===== config.mk =====
export PLATFORM = sky130hd
export DESIGN_NAME = ps2_host_tx
export DESIGN_NICKNAME = d
export VERILOG_FILES = /design/src/rtl/ps2_host_tx.sv
export SDC_FILE = /design/constraint.sdc
export NUM_CORES = 1
export LEC_CHECK = 0
export BUFFER_PORTS_ARGS = -buffer_cell sky130_fd_sc_hd__buf_2
export CORE_UTILIZATION = 54
export CTS_CLUSTER_DIAMETER = 150
export DETAILED_ROUTE_END_ITERATION = 6
export PLACE_DENSITY = 0.78
export SLEW_MARGIN = 20
export SYNTH_ARGS = -nofsm -noshare
export SYNTH_HDL_FRONTEND = slang
export SYNTH_SLANG_ARGS = --single-unit

===== constraint.sdc =====
create_clock -name clk -period 1.9 [get_ports clk]
set_input_delay 0.19 -clock clk [delete_from_list [all_inputs] [get_ports clk]]
set_output_delay 0.19 -clock clk [all_outputs]
set_load 0.02 [all_outputs]

===== src/rtl/ps2_host_tx.sv =====
// PS/2 host-to-device transmitter: inhibit, request-to-send, 8 data bits,
// odd parity, stop, and device ACK check, with an inter-edge watchdog.
module ps2_host_tx #(
    parameter int INHIBIT_CYCLES = 3000,
    parameter int TIMEOUT_CYCLES = 600000
) (
    input  logic       clk,
    input  logic       reset,
    input  logic [7:0] txData,
    input  logic       txStart,
    output logic       txBusy,
    output logic       txDone,
    output logic       txError,
    input  logic       ps2Clk,
    input  logic       ps2Data,
    output logic       ps2ClkDrive,
    output logic       ps2DataDrive
);

    localparam int IW = $clog2(INHIBIT_CYCLES + 1);
    localparam int TW = $clog2(TIMEOUT_CYCLES + 1);
    localparam logic [IW-1:0] INH_START = IW'(INHIBIT_CYCLES - 2);
    localparam logic [IW-1:0] INH_LAST  = IW'(INHIBIT_CYCLES - 1);
    localparam logic [TW-1:0] TO_LAST   = TW'(TIMEOUT_CYCLES - 1);

    typedef enum logic [2:0] {
        S_IDLE,
        S_INHIBIT,
        S_REQUEST,
        S_SHIFT,
        S_ACK,
        S_WAIT_IDLE
    } state_t;

    state_t        r_state, w_state;
    logic [8:0]    r_frame, w_frame;
    logic [3:0]    r_bitCnt, w_bitCnt;
    logic [IW-1:0] r_inhCnt, w_inhCnt;
    logic [TW-1:0] r_toCnt, w_toCnt;
    logic          r_clkPrev;
    logic          r_clkDrive, w_clkDrive;
    logic          r_dataDrive, w_dataDrive;
    logic          r_busy, w_busy;
    logic          r_done, w_done;
    logic          r_err, w_err;
    logic          w_fall;
    logic          w_active;

    assign w_fall   = r_clkPrev & ~ps2Clk;
    assign w_active = (r_state == S_REQUEST) || (r_state == S_SHIFT) ||
                      (r_state == S_ACK) || (r_state == S_WAIT_IDLE);

    // State register plus registered copies of every output
    always_ff @(posedge clk) begin
        if (reset) begin
            r_state     <= S_IDLE;
            r_frame     <= '0;
            r_bitCnt    <= '0;
            r_inhCnt    <= '0;
            r_toCnt     <= '0;
            r_clkPrev   <= 1'b1;
            r_clkDrive  <= 1'b0;
            r_dataDrive <= 1'b0;
            r_busy      <= 1'b0;
            r_done      <= 1'b0;
            r_err       <= 1'b0;
        end else begin
            r_state     <= w_state;
            r_frame     <= w_frame;
            r_bitCnt    <= w_bitCnt;
            r_inhCnt    <= w_inhCnt;
            r_toCnt     <= w_toCnt;
            r_clkPrev   <= ps2Clk;
            r_clkDrive  <= w_clkDrive;
            r_dataDrive <= w_dataDrive;
            r_busy      <= w_busy;
            r_done      <= w_done;
            r_err       <= w_err;
        end
    end

    // Next-state and next-output logic; the watchdog overrides the protocol
    always_comb begin
        w_state     = r_state;
        w_frame     = r_frame;
        w_bitCnt    = r_bitCnt;
        w_inhCnt    = r_inhCnt;
        w_toCnt     = r_toCnt;
        w_clkDrive  = r_clkDrive;
        w_dataDrive = r_dataDrive;
        w_busy      = r_busy;
        w_done      = 1'b0;
        w_err       = 1'b0;

        unique case (r_state)
            S_IDLE: begin
                w_clkDrive  = 1'b0;
                w_dataDrive = 1'b0;
                if (txStart) begin
                    w_frame    = {~^txData, txData};
                    w_bitCnt   = '0;
                    w_inhCnt   = '0;
                    w_toCnt    = '0;
                    w_clkDrive = 1'b1;
                    w_busy     = 1'b1;
                    w_state    = S_INHIBIT;
                end
            end
            S_INHIBIT: begin
                w_inhCnt = r_inhCnt + 1'b1;
                // Start bit goes low in the final inhibit cycle
                if (r_inhCnt == INH_START) begin
                    w_dataDrive = 1'b1;
                end
                if (r_inhCnt == INH_LAST) begin
                    w_clkDrive = 1'b0;
                    w_toCnt    = '0;
                    w_state    = S_REQUEST;
                end
            end
            S_REQUEST: begin
                if (w_fall) begin
                    w_dataDrive = ~r_frame[0];
                    w_frame     = r_frame >> 1;
                    w_bitCnt    = 4'd1;
                    w_state     = S_SHIFT;
                end
            end
            S_SHIFT: begin
                if (w_fall) begin
                    if (r_bitCnt == 4'd9) begin
                        w_dataDrive = 1'b0;
                        w_state     = S_ACK;
                    end else begin
                        w_dataDrive = ~r_frame[0];
                        w_frame     = r_frame >> 1;
                        w_bitCnt    = r_bitCnt + 1'b1;
                    end
                end
            end
            S_ACK: begin
                if (w_fall) begin
                    if (!ps2Data) begin
                        w_state = S_WAIT_IDLE;
                    end else begin
                        w_err   = 1'b1;
                        w_busy  = 1'b0;
                        w_state = S_IDLE;
                    end
                end
            end
            S_WAIT_IDLE: begin
                if (ps2Clk && ps2Data) begin
                    w_done  = 1'b1;
                    w_busy  = 1'b0;
                    w_state = S_IDLE;
                end
            end
            default: begin
                w_state = S_IDLE;
            end
        endcase

        if (w_active) begin
            if (w_fall) begin
                w_toCnt = '0;
            end else if (r_toCnt == TO_LAST) begin
                w_clkDrive  = 1'b0;
                w_dataDrive = 1'b0;
                w_busy      = 1'b0;
                w_done      = 1'b0;
                w_err       = 1'b1;
                w_state     = S_IDLE;
            end else begin
                w_toCnt = r_toCnt + 1'b1;
            end
        end
    end

    assign txBusy       = r_busy;
    assign txDone       = r_done;
    assign txError      = r_err;
    assign ps2ClkDrive  = r_clkDrive;
    assign ps2DataDrive = r_dataDrive;

endmodule


==> impl_metrics.csv, run 1 <==
group,metric,value,unit
outcome,status,"completed",
worst_hold_path,hold_path.startpoint,"ps2Clk",
worst_setup_path,arrival,2020,ps
place,hpwl,5110,µm
clock_network,holdBufCountCts,0,
place,place_congestion,0.874,
logic_synthesis,synth_top_cells_by_area,"dfxtp_1 37%, nand2_1 6.8%, nor2_1 5.2%",
route,drt_wl_total,6970,µm
route,drtIter0Drc,174,
worst_setup_path,crit_type,"register to register",
clock_network,cts_tree,"yes",
global_routing,grt_max_degree,31,
logic_synthesis,ys.flop_type,"dfxtp_1",
logic_synthesis,synth_top_area_cell,"dfxtp_1",
global_routing,grt_pass1_vias,2529,
worst_setup_path,end_kind,"register",
logic_synthesis,syn_avg_cell_area,7.94,µm²
flow_run,cap_violations,0,
logic_synthesis,syn_nets,388,
place,pre_cts_slack,46.8,ps
logic_synthesis,synth_cells,370,
power,peakVddDrop,0.000696,V
logic_synthesis,synth-seq-cells,54,
die,chipWidth,75.7,µm
route,post_drt_wl_per_cell,14.3,µm
clock_network,cts_max_level,2,
worst_setup_path,reg2reg_from,"r_toCnt[5]$_SDFF_PP0_",
global_routing,grt_pass1_wl,11100,µm
worst_hold_path,hold_path_class,"primary input to register",
finish,fin_area,0.00347,mm²
die,io_pins,18,
worst_setup_path,crit_path_start,"r_toCnt[5]$_SDFF_PP0_",
timing,slew_violations,0,
logic_synthesis,yosysUniqueCellTypes,56,
finish,num-nets-final,434,
timing,worst_pin_slew,325,ps
clock_network,clock-sinks,54,
finish,finalCoreUtilization,67.0,%
die,coreArea,0.00517,mm²
timing,slew-limit-headroom,78.1,%
die,die_h,75.7,µm
timing,max_freq,556,MHz
route,ant_nets,0,
power,powerDensity,602,mW/mm²
clock_network,cts_root_buf,"clkbuf_8",
finish,layout_common_cells,"53 x nand2_1, 53 x dfxtp_1, 40 x nor2_1",
timing,fin_crit,1800,ps
global_routing,gr-total-overflow,0,
global_routing,antenna_found_initial,0,
clock_network,cts_buffers,5,
worst_setup_path,cp-start-kind,"register",
finish,antenna_cells,0,
finish,n_fill_cell,415,
logic_synthesis,netlist_area,0.00294,mm²
finish,area_growth,18.1,%
clock_network,insertion_delay,310,ps
power,power,2090,µW
logic_synthesis,synth_warnings,0,
logic_synthesis,yosysTopAreaCellShare,36.8,%
logic_synthesis,synth_edf_count,0,
route,firstDrtPassIters,5,
route,drc,0,
worst_setup_path,cp_max_fo,6,
clock_network,clk_pin_slew,90,ps
worst_setup_path,worstPathRequired,2130,ps
power,power_leakage,0.00132,µW
timing,setup_viol,0,
die,dieArea,0.00574,mm²
place,port_buffers,17,
timing,finalHoldViolCount,0,
logic_synthesis,synth_seq_area_share,36.8,%
timing,tns,0,ps
die,num_rows,26,
timing,fin_ws,103,ps
logic_synthesis,synthArstFlopShare,0,%
timing,finalClockSkew,5.27,ps
route,vias,2903,
route,viasPerCell,5.96,
place,placed_area,0.00335,mm²
timing,fin_crit_sh,94.6,%
global_routing,grt_usage,25.0,%
finish,drive_gt1_share,20.6,%
die,start_util,56.8,%
clock_network,cts.path.max_buffers,2,
worst max-delay path: stages, from the launching register on:
cell,delay [ps]
dfxtp_1,380
nand4_2,110
or4_4,590
or3_4,410
a221oi_2,230
report_power, final:
| part | internal, µW | total (µW) | switching [µW] |
|---|---|---|---|
| clock network | 295 | 669 | 374 |
| registers | 1160 | 1170 | 15.2 |
| logic | 105 | 244 | 139 |
| total | 1560 | 2090 | 528 |
through the flow:
step           instances  hold slack (ps)
6_report             487              140
5_1_grt              487              138
4_1_cts              487              137
3_5_place_dp         479              457
3_3_place_gp         479              451
2_1_floorplan        370              297
metal layers:
metal | vias up | wire (µm) | global-route usage, %
li1 | 1450 | - | -
met1 | 1378 | 3200 | 32.3
met2 | 62 | 3400 | 41.5
met5 | - | 0 | 0
met3 | 13 | 245 | 5.03
met4 | 0 | 116 | 8.64
cell usage after synthesis (3+ instances only):
library cell / number
nor4_1: 3
a311oi_1: 13
nor2_1: 41
o21ai_0: 10
o41ai_1: 3
mux2i_1: 3
a21oi_1: 24
o2111ai_1: 4
or2_2: 3
xor2_1: 4
nor3_1: 5
and3_1: 9
or3_1: 6
nand2_1: 53
nand3_1: 29
nand4_1: 5
inv_1: 6
nor2b_1: 5
mux2_2: 3
and2_1: 4
or4_1: 6
a31oi_1: 6
o31ai_1: 3
dfxtp_1: 54
a21o_1: 5
ha_1: 5
nand3b_1: 3
xnor2_1: 8
buf_2: 6
nand2b_1: 4
clkbuf_1: 12
timing repair:
| item | CTS | global route |
|---|---|---|
| endpoints found under the setup margin | 0 | 17 |
| setup buffers | 0 | 0 |
| resized for setup | 0 | 7 |
worst paths after layout:
path,end,slack (ps),cells after the start
setup / recovery,r_toCnt[15]$_SDFF_PP0_,100,4
hold / removal,r_clkPrev$_SDFF_PP1_,140,2
setup reg to reg,r_toCnt[15]$_SDFF_PP0_,100,4
hold reg to reg,r_frame[8]$_SDFFE_PP0P_,470,2
cells by family after synthesis:
family / Yosys count / synth area share, %
fa+ha+maj: 5 / 2.13
compound gates: 81 / 19.1
mux: 6 / 2.17
xor+xnor: 12 / 3.58
flops: 54 / 36.8
buf+inv: 24 / 3.32
simple gates: 188 / 32.9
final cells by class:
cell class                      count  area, µm²  share of cell area, %
Clock buffer                        7       86.3                   2.49
Clock inverter                      1       5.00                  0.144
Inverter                            6       22.5                  0.650
Multi-Input combinational cell    292       1790                   51.5
Sequential cell                    54       1080                   31.2
Tap cell                           70       87.6                   2.53
Timing Repair Buffer               57        398                   11.5
registers in the layout (all words and copies together) (netlist names), 3 cells and up:
| signal | count |
|---|---|
| r_bitCnt | 4 |
| r_frame | 9 |
| r_inhCnt | 12 |
| r_state | 3 |
| r_toCnt | 20 |
No activity file was read; power rests on OpenSTA's default activity.
==> run 2, diff against run 1 <==
--- a/config.mk
+++ b/config.mk
@@ -6,6 +6,7 @@
 export NUM_CORES = 1
 export LEC_CHECK = 0
 export BUFFER_PORTS_ARGS = -buffer_cell sky130_fd_sc_hd__buf_2
+export CORE_ASPECT_RATIO = 0.7
 export CORE_UTILIZATION = 54
 export CTS_CLUSTER_DIAMETER = 150
 export DETAILED_ROUTE_END_ITERATION = 6
==> impl_metrics.csv, run 2 (synthesis gave the netlist of run 1 again) <==
group,metric,value,unit
outcome,status,"completed",
worst_setup_path,crit_type,"register to register",
finish,area_growth,17.9,%
worst_setup_path,crit_slowest_cell,"or4_4",
timing,fin_crit_sh,96.9,%
worst_hold_path,hold_path_class,"primary input to register",
timing,fin_crit,1840,ps
finish,drive_gt1_share,19.5,%
die,dieArea,0.00574,mm²
worst_setup_path,arrival,2070,ps
global_routing,grt_max_degree,25,
clock_network,holdBufCountCts,0,
place,dpl.cell_count,476,
power,sequentialPowerShare,53.1,%
worst_setup_path,cp_top_family,"simple AND/OR/NAND/NOR gates",
route,drc,0,
route,vias,2873,
die,die_h,63.7,µm
die,start_util,56.1,%
worst_setup_path,rr_worst_depth,4,
finish,antenna_cells,0,
route,post_drt_wl_per_cell,14.3,µm
timing,slew_violations,0,
route,ant_nets,0,
power,sw_frac_of_total,23.9,%
power,power_leakage,0.00130,µW
power,internal_power,1680,µW
global_routing,gr-total-overflow,0,
clock_network,cts_buffers,5,
place,place_congestion,0.899,
power,peakVddDrop,0.000412,V
finish,regArea,0.00108,mm²
route,drtIter0Drc,203,
finish,n_fill_cell,463,
power,switchingPower,527,µW
worst_setup_path,end_kind,"register",
worst_setup_path,crit_chain,"nand3_1 > or4_4 > or3_4 > a221oi_2",
worst_setup_path,timing.critical_path.buf_inv,0,
worst_setup_path,slowest_delay,590,ps
power,p_comb_share,10.8,%
route,firstDrtPassIters,5,
global_routing,grt_pass1_wl,11800,µm
clock_network,clk_pin_slew,90,ps
timing,setup_viol,0,
worst_setup_path,cp-start-kind,"register",
timing,fin_ws,58.1,ps
clock_network,clock-sinks,54,
timing,max_freq,543,MHz
worst_hold_path,whs_path_depth,2,
worst_setup_path,cp_max_fo,6,
worst_setup_path,worstPathRequired,2130,ps
global_routing,grt_pass1_vias,2539,
clock_network,cts_tree,"yes",
global_routing,grt_usage,25.3,%
finish,num-nets-final,429,
place,port_buffers,17,
timing,finalClockSkew,2.86,ps
timing,finalHoldViolCount,0,
global_routing,antenna_found_initial,0,
die,coreArea,0.00523,mm²
flow_run,cap_violations,0,
finish,top_register,"r_toCnt",
finish,largestRegisters,"r_toCnt (20), r_inhCnt (12), r_frame (9)",
worst_setup_path,path_depth,4,
route,viasPerCell,5.95,
finish,layout_common_cells,"54 x dfxtp_1, 53 x nand2_1, 39 x nor2_1",
clock_network,cts_max_level,2,
finish,multiInputGateArea,0.00178,mm²
timing,worst_pin_slew,343,ps
clock_network,cts.path.max_buffers,2,
place,pre_cts_slack,33.1,ps
power,pwr-share-clk,36.1,%
clock_network,insertion_delay,310,ps
timing,slew-limit-headroom,76.9,%
place,hpwl,5130,µm
die,chipWidth,90.1,µm
finish,final_cells,483,
power,powerDensity,638,mW/mm²
die,num_rows,22,
route,drt_wl_total,6900,µm
clock_network,cts_root_buf,"clkbuf_8",
die,io_pins,18,
finish,largest_register_ffs,20,
finish,final_common_cell,"dfxtp_1",
[run 2: cell types whose count changed in the layout (fill, tap and decap cells not counted), sizes merged]
cell	delta
clkinv	-1
bufinv	+1
clkbuf	-1
buf	-5
[run 2: layout make-up]
cell class,count,area share [%]
Multi-Input combinational cell,292,51.5
Clock buffer,6,2.38
Inverter,6,0.650
Tap cell,72,2.60
Sequential cell,54,31.2
Timing Repair Buffer,52,10.8
Clock inverter,1,0.867
[run 2: per-stage QoR]
stage	power, µW	hold WS (ps)	setup TNS (ps)	utilization (%)	instance area (µm²)
2_1_floorplan	1350	297	0	-	2940
3_3_place_gp	1430	448	0	63.6	3320
3_5_place_dp	1440	453	0	63.6	3320
4_1_cts	2210	131	0	65.7	3440
5_1_grt	2280	140	-28.3	66.2	3460
6_report	2210	130	0	66.2	3460
[run 2: worst paths after layout]
| check | startpoint | end | slack [ps] |
|---|---|---|---|
| setup / recovery | r_toCnt[9]$_SDFF_PP0_ | r_toCnt[15]$_SDFF_PP0_ | 60 |
| hold / removal | ps2Clk | r_clkPrev$_SDFF_PP1_ | 130 |
| setup reg to reg | r_toCnt[9]$_SDFF_PP0_ | r_toCnt[15]$_SDFF_PP0_ | 60 |
| hold reg to reg | r_frame[8]$_SDFFE_PP0P_ | r_frame[8]$_SDFFE_PP0P_ | 480 |
[run 2: power by group through the flow]
stage,registers [µW],logic (µW),clock network (µW)
finish,1170,238,797
global route,1180,263,844
CTS,1170,238,802
detailed placement,1200,237,0
global placement,1200,231,0
floorplan,1200,147,0
[run 2: timing repair]
item,4_1_cts,5_1_grt
setup endpoints to repair,0,16
setup buffers,0,0
resized for setup,0,6
endpoints found under the hold margin,0,0
[run 2: per-layer routing]
layer	up-vias	global-route usage, %	part of all wire [%]
met1	1343	37.7	52
met2	87	37.6	42
met3	7	3.99	4.8
met5	-	0	0
li1	1436	-	-
met4	0	6.85	0.83
==> run 3, diff against run 2 <==
--- a/config.mk
+++ b/config.mk
@@ -5,11 +5,11 @@
 export SDC_FILE = /design/constraint.sdc
 export NUM_CORES = 1
 export LEC_CHECK = 0
-export BUFFER_PORTS_ARGS = -buffer_cell sky130_fd_sc_hd__buf_2
 export CORE_ASPECT_RATIO = 0.7
-export CORE_UTILIZATION = 54
+export CORE_UTILIZATION = 57
 export CTS_CLUSTER_DIAMETER = 150
 export DETAILED_ROUTE_END_ITERATION = 6
+export DONT_BUFFER_PORTS = 1
 export PLACE_DENSITY = 0.78
 export SLEW_MARGIN = 20
 export SYNTH_ARGS = -nofsm -noshare
==> impl_metrics.csv, run 3 (synthesis gave the netlist of run 1 again) <==
group,metric,value,unit
power,p_comb_share,10.2,%
global_routing,gr-total-overflow,0,
power,pwr-share-clk,33.1,%
die,num_rows,21,
worst_setup_path,arrival,2070,ps
worst_setup_path,reg2reg_from,"r_toCnt[5]$_SDFF_PP0_",
power,switchingPower,534,µW
place,hpwl,4970,µm
clock_network,cts_tree,"yes",
clock_network,cts.path.max_buffers,2,
power,power,2080,µW
die,coreArea,0.00486,mm²
worst_setup_path,crit_slowest_cell,"or4_4",
worst_setup_path,path_depth,4,
worst_setup_path,rr_worst_depth,4,
clock_network,cts_buffers,5,
clock_network,cts_max_level,2,
worst_setup_path,cp_top_family,"simple AND/OR/NAND/NOR gates",
finish,largest_register_ffs,20,
power,sequentialPowerShare,56.7,%
worst_setup_path,cp_max_fo,5,
route,viasPerCell,6.10,
finish,n_fill_cell,395,
worst_setup_path,crit_path_start,"r_toCnt[5]$_SDFF_PP0_",
place,place_congestion,0.864,
die,die_h,62.1,µm
worst_setup_path,regToRegSetupSlack,70,ps
clock_network,clock-sinks,54,
power,internal_power,1550,µW
clock_network,clk_pin_slew,100,ps
global_routing,antenna_found_initial,0,
timing,setup_viol,0,
die,start_util,60.4,%
finish,fin_area,0.00335,mm²
finish,area_growth,14.2,%
route,firstDrtPassIters,5,
worst_hold_path,hold_path_class,"primary input to register",
global_routing,grt_pass1_vias,2461,
worst_setup_path,reg2reg_to,"r_toCnt[15]$_SDFF_PP0_",
timing,finalHoldViolCount,0,
finish,antenna_cells,0,
power,powerDensity,620,mW/mm²
route,ant_nets,0,
die,chipWidth,87.8,µm
timing,rsz0062_at_grt,"no",
worst_setup_path,crit_chain,"nand4_2 > or4_4 > or3_4 > a221oi_2",
finish,drive_gt1_share,15.8,%
clock_network,insertion_delay,320,ps
timing,slew-limit-headroom,32.3,%
timing,worst_pin_slew,1010,ps
place,placed_area,0.00323,mm²
clock_network,cts_root_buf,"clkbuf_8",
power,power_leakage,0.00123,µW
route,drtIter0Drc,171,
die,io_pins,18,
die,dieArea,0.00545,mm²
outcome,status,"completed",
worst_setup_path,cp-start-kind,"register",
timing,finalClockSkew,5.91,ps
global_routing,grt_pass1_wl,11500,µm
route,drc,0,
finish,final_common_cell,"nand2_1",
worst_setup_path,worstPathRequired,2140,ps
global_routing,grt_usage,27.7,%
power,peakVddDrop,0.000493,V
worst_setup_path,slowest_delay,600,ps
route,post_drt_wl_per_cell,15.0,µm
timing,fin_crit_sh,96.6,%
finish,top_register,"r_toCnt",
worst_setup_path,crit_type,"register to register",
timing,slew_violations,0,
worst_setup_path,crit_end,"r_toCnt[15]$_SDFF_PP0_",
place,port_buffers,0,
finish,largestRegisters,"r_toCnt (20), r_inhCnt (12), r_frame (9)",
route,drt_wl_total,6990,µm
timing,fin_crit,1830,ps
worst_setup_path,timing.critical_path.buf_inv,0,
global_routing,grt_max_degree,28,
power,sw_frac_of_total,25.7,%
finish,num-nets-final,415,
worst_setup_path,end_kind,"register",
flow_run,cap_violations,0,
route,vias,2849,
finish,layout_common_cells,"53 x nand2_1, 51 x dfxtp_1, 41 x nor2_1",
timing,max_freq,545,MHz
-- run 3: changes by cell type in the layout (fill, tap and decap cells not counted), sizes merged --
cell         delta
buf            -16
bufinv          -1
clkbuf          +1
clkinv          +1
dlygate4sd3     +2
-- run 3: final cells by class --
class	instances	area (µm²)	share of cell area (%)
Clock buffer	7	86.3	2.57
Clock inverter	1	5.00	0.149
Inverter	6	22.5	0.672
Multi-Input combinational cell	292	1770	52.6
Sequential cell	54	1080	32.4
Tap cell	69	86.3	2.57
Timing Repair Buffer	38	303	9.03
-- run 3: what timing repair did --
action	CTS	global route
pin swaps	0	1
resized for setup	2	3
endpoints found under the setup margin	3	9
endpoints found under the hold margin	27	0
hold buffers	2	0
buffers inserted	0	0
gates cloned	0	0
-- run 3: per-layer routing --
| metal | share of wire (%) | routed length (µm) | vias to the layer above | global-route usage, % |
|---|---|---|---|---|
| met5 | 0 | 0 | - | 0 |
| met4 | 1.1 | 79 | 0 | 7.73 |
| met3 | 5.8 | 407 | 11 | 5.15 |
| met2 | 44 | 3060 | 83 | 44.1 |
| met1 | 49 | 3440 | 1351 | 38.9 |
| li1 | - | - | 1404 | - |
-- run 3: worst min-delay path by stage --
stage                     startpoint                       to  slack [ps]  depth (start not counted)
after CTS                  txData[7]  r_frame[7]$_SDFFE_PP0P_          20                          2
after detailed placement       reset  r_frame[8]$_SDFFE_PP0P_         260                          1
after global routing         ps2Data        txDone$_SDFF_PP0_          20                          2
final                        ps2Data        txDone$_SDFF_PP0_          20                          2
after global placement         reset  r_frame[8]$_SDFFE_PP0P_         260                          1
after floorplan               ps2Clk     r_clkPrev$_SDFF_PP1_         300                          1
-- run 3: per-stage QoR --
step	cells	setup slack, ps	hold slack, ps	util (%)	TNS [ps]
2_1_floorplan	370	52.1	297	-	0
3_3_place_gp	457	37.1	263	66.5	0
3_5_place_dp	457	-25.2	263	66.5	-43.4
4_1_cts	467	45.3	24.8	68.9	0
5_1_grt	467	4.38	24.2	69.0	0
6_report	467	65.2	24.5	69.0	0
-- run 3: worst register-to-register path: cells and delay by family (launching register included) --
| kind | cells | cell delay (ps) |
|---|---|---|
| and+or+nand+nor | 3 | 1140 |
| DFF | 1 | 400 |
| AOI/OAI and AO/OA | 1 | 230 |
-- run 3: power groups by stage --
stage          logic [µW]  registers (µW)  clock network [µW]
2_1_floorplan         147            1200                   0
3_3_place_gp          193            1200                   0
3_5_place_dp          198            1210                   0
4_1_cts               211            1180                 685
5_1_grt               238            1180                 733
6_report              213            1180                 688
